File: src/rtl/quad_decoder_pkg.sv
// Shared constants, FSM states and Gray-step classification for the quadrature decoder.
package quad_pkg;

    localparam int RES_X1   = 1;
    localparam int RES_X2   = 2;
    localparam int RES_X4   = 4;
    localparam int FILT_MAX = 255;

    typedef enum logic {
        ST_INIT  = 1'b0,
        ST_TRACK = 1'b1
    } state_t;

    typedef enum logic [1:0] {
        STEP_NONE    = 2'd0,
        STEP_FWD     = 2'd1,
        STEP_REV     = 2'd2,
        STEP_ILLEGAL = 2'd3
    } step_t;

    // Forward Gray order on {A,B}: 00 -> 10 -> 11 -> 01 -> 00
    function automatic logic [1:0] fwd_next(input logic [1:0] ab);
        case (ab)
            2'b00:   return 2'b10;
            2'b10:   return 2'b11;
            2'b11:   return 2'b01;
            default: return 2'b00;
        endcase
    endfunction

    function automatic step_t classify_step(input logic [1:0] ab_ref, input logic [1:0] ab_new);
        if (ab_new == ab_ref)
            return STEP_NONE;
        if ((ab_new ^ ab_ref) == 2'b11)
            return STEP_ILLEGAL;
        if (ab_new == fwd_next(ab_ref))
            return STEP_FWD;
        return STEP_REV;
    endfunction

endpackage

File: src/rtl/quad_decoder_sync_filter.sv
// Two-flop synchronizer followed by a stability filter: the output only follows
// the input once it has held the same value for FILT_LEN consecutive cycles.
module sync_filter #(
    parameter int FILT_LEN = 4
) (
    input  logic clk,
    input  logic rst,
    input  logic din,
    output logic dout,
    output logic vld
);

    localparam logic [7:0] FILT_CNT = 8'(FILT_LEN);

    logic       sync_p0;
    logic       sync_p1;
    logic       last_p2;
    logic [7:0] cnt_p2;
    logic [7:0] cnt_nxt;
    logic       hit;

    // A changed sample restarts the run at 1; the run saturates at FILT_CNT so
    // acceptance fires once per stable run.
    always_comb begin
        cnt_nxt = cnt_p2;
        if (sync_p1 != last_p2)
            cnt_nxt = 8'd1;
        else if (cnt_p2 != FILT_CNT)
            cnt_nxt = cnt_p2 + 8'd1;
        hit = (cnt_nxt == FILT_CNT) && ((sync_p1 != last_p2) || (cnt_p2 != FILT_CNT));
    end

    always_ff @(posedge clk) begin
        if (rst) begin
            sync_p0 <= 1'b0;
            sync_p1 <= 1'b0;
            last_p2 <= 1'b0;
            cnt_p2  <= 8'd0;
            dout    <= 1'b0;
            vld     <= 1'b0;
        end else begin
            sync_p0 <= din;
            sync_p1 <= sync_p0;
            last_p2 <= sync_p1;
            cnt_p2  <= cnt_nxt;
            if (hit) begin
                dout <= sync_p1;
                vld  <= 1'b1;
            end
        end
    end

endmodule

File: src/rtl/quad_decoder.sv
// Quadrature encoder front end: filtered A/B in, one-cycle count enable plus
// direction out, with a sticky flag for illegal double-bit transitions.
module quad_decoder
    import quad_pkg::*;
#(
    parameter int FILT_LEN = 4,
    parameter int RES      = 4
) (
    input  logic clk,
    input  logic rst,
    input  logic a_in,
    input  logic b_in,
    input  logic err_clr,
    output logic en,
    output logic mode,
    output logic err
);

    generate
        if (RES != RES_X1 && RES != RES_X2 && RES != RES_X4) begin : g_bad_res
            $error("quad_decoder: RES must be 1, 2 or 4");
        end
        if (FILT_LEN < 1 || FILT_LEN > FILT_MAX) begin : g_bad_filt
            $error("quad_decoder: FILT_LEN must be in 1..255");
        end
    endgenerate

    logic       a_filt;
    logic       b_filt;
    logic       a_vld;
    logic       b_vld;
    logic [1:0] ab_filt;
    logic [1:0] ab_ref;
    state_t     state;
    step_t      step;

    sync_filter #(.FILT_LEN(FILT_LEN)) u_filt_a (
        .clk  (clk),
        .rst  (rst),
        .din  (a_in),
        .dout (a_filt),
        .vld  (a_vld)
    );

    sync_filter #(.FILT_LEN(FILT_LEN)) u_filt_b (
        .clk  (clk),
        .rst  (rst),
        .din  (b_in),
        .dout (b_filt),
        .vld  (b_vld)
    );

    // Resolution gating: x4 counts every step, x2 only A edges, x1 only the 01<->00 step.
    function automatic logic step_counts(input logic [1:0] prev, input logic [1:0] nxt);
        if (RES == RES_X4)
            return 1'b1;
        if (RES == RES_X2)
            return prev[1] != nxt[1];
        return ((prev == 2'b01) && (nxt == 2'b00)) || ((prev == 2'b00) && (nxt == 2'b01));
    endfunction

    assign ab_filt = {a_filt, b_filt};

    always_comb begin
        step = classify_step(ab_ref, ab_filt);
    end

    always_ff @(posedge clk) begin
        if (rst) begin
            state  <= ST_INIT;
            ab_ref <= 2'b00;
            en     <= 1'b0;
            mode   <= 1'b1;
            err    <= 1'b0;
        end else begin
            en <= 1'b0;
            if (err_clr)
                err <= 1'b0;
            case (state)
                ST_INIT: begin
                    // Reference is only trusted once both channels have settled.
                    if (a_vld && b_vld) begin
                        ab_ref <= ab_filt;
                        state  <= ST_TRACK;
                    end
                end
                ST_TRACK: begin
                    case (step)
                        STEP_FWD: begin
                            ab_ref <= ab_filt;
                            mode   <= 1'b1;
                            en     <= step_counts(ab_ref, ab_filt);
                        end
                        STEP_REV: begin
                            ab_ref <= ab_filt;
                            mode   <= 1'b0;
                            en     <= step_counts(ab_ref, ab_filt);
                        end
                        STEP_ILLEGAL: begin
                            ab_ref <= ab_filt;
                            err    <= 1'b1;
                        end
                        default: ;
                    endcase
                end
                default: state <= ST_INIT;
            endcase
        end
    end

endmodule

File: config.mk
export PLATFORM = sky130hd
export DESIGN_NAME = quad_decoder
export DESIGN_NICKNAME = d
export VERILOG_FILES = /design/src/rtl/quad_decoder_pkg.sv /design/src/rtl/quad_decoder_sync_filter.sv /design/src/rtl/quad_decoder.sv
export SDC_FILE = /design/constraint.sdc
export NUM_CORES = 1
export LEC_CHECK = 0
export CORE_ASPECT_RATIO = 0.6
export CORE_MARGIN = 4
export CORE_UTILIZATION = 50
export CTS_BUF_LIST = sky130_fd_sc_hd__clkbuf_8 sky130_fd_sc_hd__clkbuf_16
export DETAILED_ROUTE_END_ITERATION = 8
export PLACE_DENSITY = 0.68
export SLEW_MARGIN = 20
export SYNTH_ARGS = -nofsm -noshare
export SYNTH_HDL_FRONTEND = slang
export SYNTH_SLANG_ARGS = --single-unit
File: constraint.sdc
create_clock -name clk -period 3.25 [get_ports clk]
set_clock_uncertainty 0.15 [all_clocks]
set_input_delay 0.65 -clock clk [delete_from_list [all_inputs] [get_ports clk]]
set_output_delay 0.65 -clock clk [all_outputs]
set_load 0.03 [all_outputs]
==> impl_metrics.env <==
export IMPL_synthesis_area_um2=1496
export IMPL_ir_worst_vdd_uv=216.6
export IMPL_ios=8
export IMPL_netlist_instances=161
export IMPL_cts_sinks=32
export IMPL_startpoint_type="register"
export IMPL_hold_viol=0
export IMPL_reg_top3="u_filt_a.cnt_p2 x8, u_filt_b.cnt_p2 x8, ab_ref x2"
export IMPL_dpl_instance_area_um2=1619
export IMPL_ctsHtreeMaxLevel=2
export IMPL_num_rows=15
export IMPL_synth_edf_count=0
export IMPL_slew_viol_final=0
export IMPL_clk_latency_ps=290
export IMPL_die_h_um=50.38
export IMPL_final_setup_tns_ps=0
export IMPL_ys_top_cells_by_area="dfxtp_1 43%, xnor2_1 7.0%, ha_1 5.9%"
export IMPL_vias_per_cell=5.197
export IMPL_fp_dieArea_um2=3961
export IMPL_slew_headroom_pct=70.64
export IMPL_ant_nets=0
export IMPL_worstMarginPinSlew_ps=429.3
export IMPL_die_width_um=78.63
export IMPL_grt_pass1_wl_mm=5.071
export IMPL_hpwl_mm=2.115
export IMPL_crit_type="register to register"
export IMPL_grt_pass1_vias=1075
export IMPL_yosys_warnings=0
export IMPL_finalSetupViolations=0
export IMPL_required_ps=3280
export IMPL_maxClockFrequency_mhz=329.1
export IMPL_path_clk_slew_ps=70
export IMPL_finalNetCount=187
export IMPL_antenna_found_initial=0
export IMPL_rr_endpoint="u_filt_b.dout"
export IMPL_start_util_pct=52.11
export IMPL_cts_root_buf="clkbuf_8"
export IMPL_finalCriticalPeriod_ps=3039
export IMPL_drive_gt1_share_pct=9.659
export IMPL_gp_congestion=0.8328
export IMPL_synth_most_common_cell="dfxtp_1"
export IMPL_status="complete, no violations"
export IMPL_portBuffers=7
export IMPL_syn_area_per_cell_um2=9.295
export IMPL_grtUsageTotal_pct=17.14
export IMPL_clk_path_buf_depth=2
export IMPL_r2r_slack_ps=210
export IMPL_powerDensity_nw_per_um2=510.0
export IMPL_synth_cell_types=36
export IMPL_synth_top_area_cell="dfxtp_1"
export IMPL_vias=1133
export IMPL_synth_seq_cells=32
export IMPL_core_area_um2=2872
export IMPL_leakage_uw=0.0006894
export IMPL_area_delta_synth_final_pct=15.38
export IMPL_drt_wl_total_mm=2.891
export IMPL_gr_total_overflow=0
export IMPL_firstDrtPassIters=4
export IMPL_cts_hold_buf=0
export IMPL_cts_setup_buffers=0
export IMPL_worst_setup_path_end_kind="register"
export IMPL_n_antenna_cell=0
export IMPL_maxCapViolCount=0
export IMPL_postLayoutCellArea_um2=1727
export IMPL_slowest_delay_ps=550
export IMPL_hold_path_class="register to register"
export IMPL_wl_per_cell_um=13.26
export IMPL_synth_seq_area_share_pct=42.81
export IMPL_async_reset_ff_share_pct=0
export IMPL_cp_data_arrival_time_ps=3070
export IMPL_cts_tree="yes"
export IMPL_r2r_start="u_filt_b.cnt_p2[0]"
export IMPL_slowest_stage="or4b_4"
export IMPL_synthFlopType="dfxtp_1"
export IMPL_rsz0062_at_grt="no"
export IMPL_cts_buffers=5
export IMPL_yosysTopAreaCellShare_pct=42.81
export IMPL_r2r_cells=8
export IMPL_grt_max_degree=14
export IMPL_crit_path_max_fanout=6
export IMPL_synthTopCellsByCount="32 x dfxtp_1, 17 x nor2_1, 12 x xnor2_1"
export IMPL_drtIter0Drc=118
export IMPL_critPathLaunch="u_filt_b.cnt_p2[0]"
export IMPL_cts_resized=0
export IMPL_worstSetupEndpoint="u_filt_b.dout"
export IMPL_crit_chain="inv_1 > ha_1 > or4b_1 > or4b_4 > o221ai_1 > nand4_1 > or4_4 > mux2_4"
export IMPL_post_route_period_util_pct=93.51
export IMPL_syn_num_nets=173
export IMPL_drc=0
## layout by cell type (no fill, tap or decap), types with 2 or more instances in the layout
cell              n
clkbuf_8          5
ha_1              7
buf_4             2
nand3_1           6
nor3_1            4
xor2_1            7
nor2_1           17
nand4_1           3
nand4b_1          2
clkdlybuf4s50_1   7
mux2i_1           3
nand2_1           7
xnor2_1          12
and3_1            5
nor2b_1           8
inv_1            11
and2b_2           3
a21oi_1          11
a31oi_1           2
nand2b_1          3
dfxtp_1          32
nor4_1            2
## kinds of logic after synthesis
kind of cell	Yosys count	share of synthesized area, %
flip-flops	32	42.81
XOR/XNOR	19	11.12
multiplexers	5	3.762
buffers and inverters	12	3.512
AO/OA/AOI/OAI	19	7.692
adder cells (fa/ha/maj)	7	5.853
AND/OR/NAND/NOR	67	25.25
## worst max-delay path, delay by kind of cell, from the launching register on
kind	cells	cell delay, ps
mux	1	300
buf+inv	1	110
compound gates	1	200
flops	1	370
simple gates	4	1640
fa+ha+maj	1	160
## worst min path at each step
stage                     depth (start not counted)  slack [ps]               end             start
after global routing                              1         300  u_filt_a.sync_p1  u_filt_a.sync_p0
after CTS                                         1         290  u_filt_a.sync_p1  u_filt_a.sync_p0
after global placement                            1         270  u_filt_b.sync_p1  u_filt_b.sync_p0
after floorplan                                   1         260  u_filt_a.sync_p1  u_filt_a.sync_p0
final                                             1         290  u_filt_a.sync_p1  u_filt_a.sync_p0
after detailed placement                          1         270  u_filt_a.sync_p1  u_filt_a.sync_p0
## where the power goes
part	internal, uW	total [uW]	switching, uW	leakage [uW]
Combinational	39.8	81.1	41.3	0.000370
Clock	224	374	150	0.0000593
Sequential	407	425	18.5	0.000260
Total	671	881	210	0.000689
## routing by layer
metal | part of all wire (%) | track usage, % | vias to the layer above
li1 | - | - | 580
met1 | 53 | 24.47 | 515
met2 | 39 | 22.25 | 31
met3 | 6.4 | 6.452 | 7
met4 | 1.6 | 8.140 | 0
met5 | 0 | 0 | -
## metrics by stage
stage	utilization [%]	hold slack, ps	cells	total power, uW	worst slack (ps)
CTS	60.13	286.7	218	883.9	233.9
floorplan	-	263.8	161	489.6	345.8
global route	60.13	300.4	218	922.2	87.33
finish	60.13	286.5	218	880.5	211.0
detailed placement	56.38	270.4	210	512.8	246.4
global placement	56.38	267.2	210	509.3	340.3
## layout make-up
| class | count | area, um2 |
|---|---|---|
| repair buffers | 9 | 85.08 |
| fillers | 259 | 1145 |
| well taps | 42 | 52.55 |
| inverters | 10 | 37.54 |
| multi-input cells | 117 | 803.3 |
| clock buffers | 5 | 68.82 |
| clock inverters | 3 | 38.79 |
| flip-flops and latches | 32 | 640.6 |
Note: power is estimated with default switching activity, not from simulation.
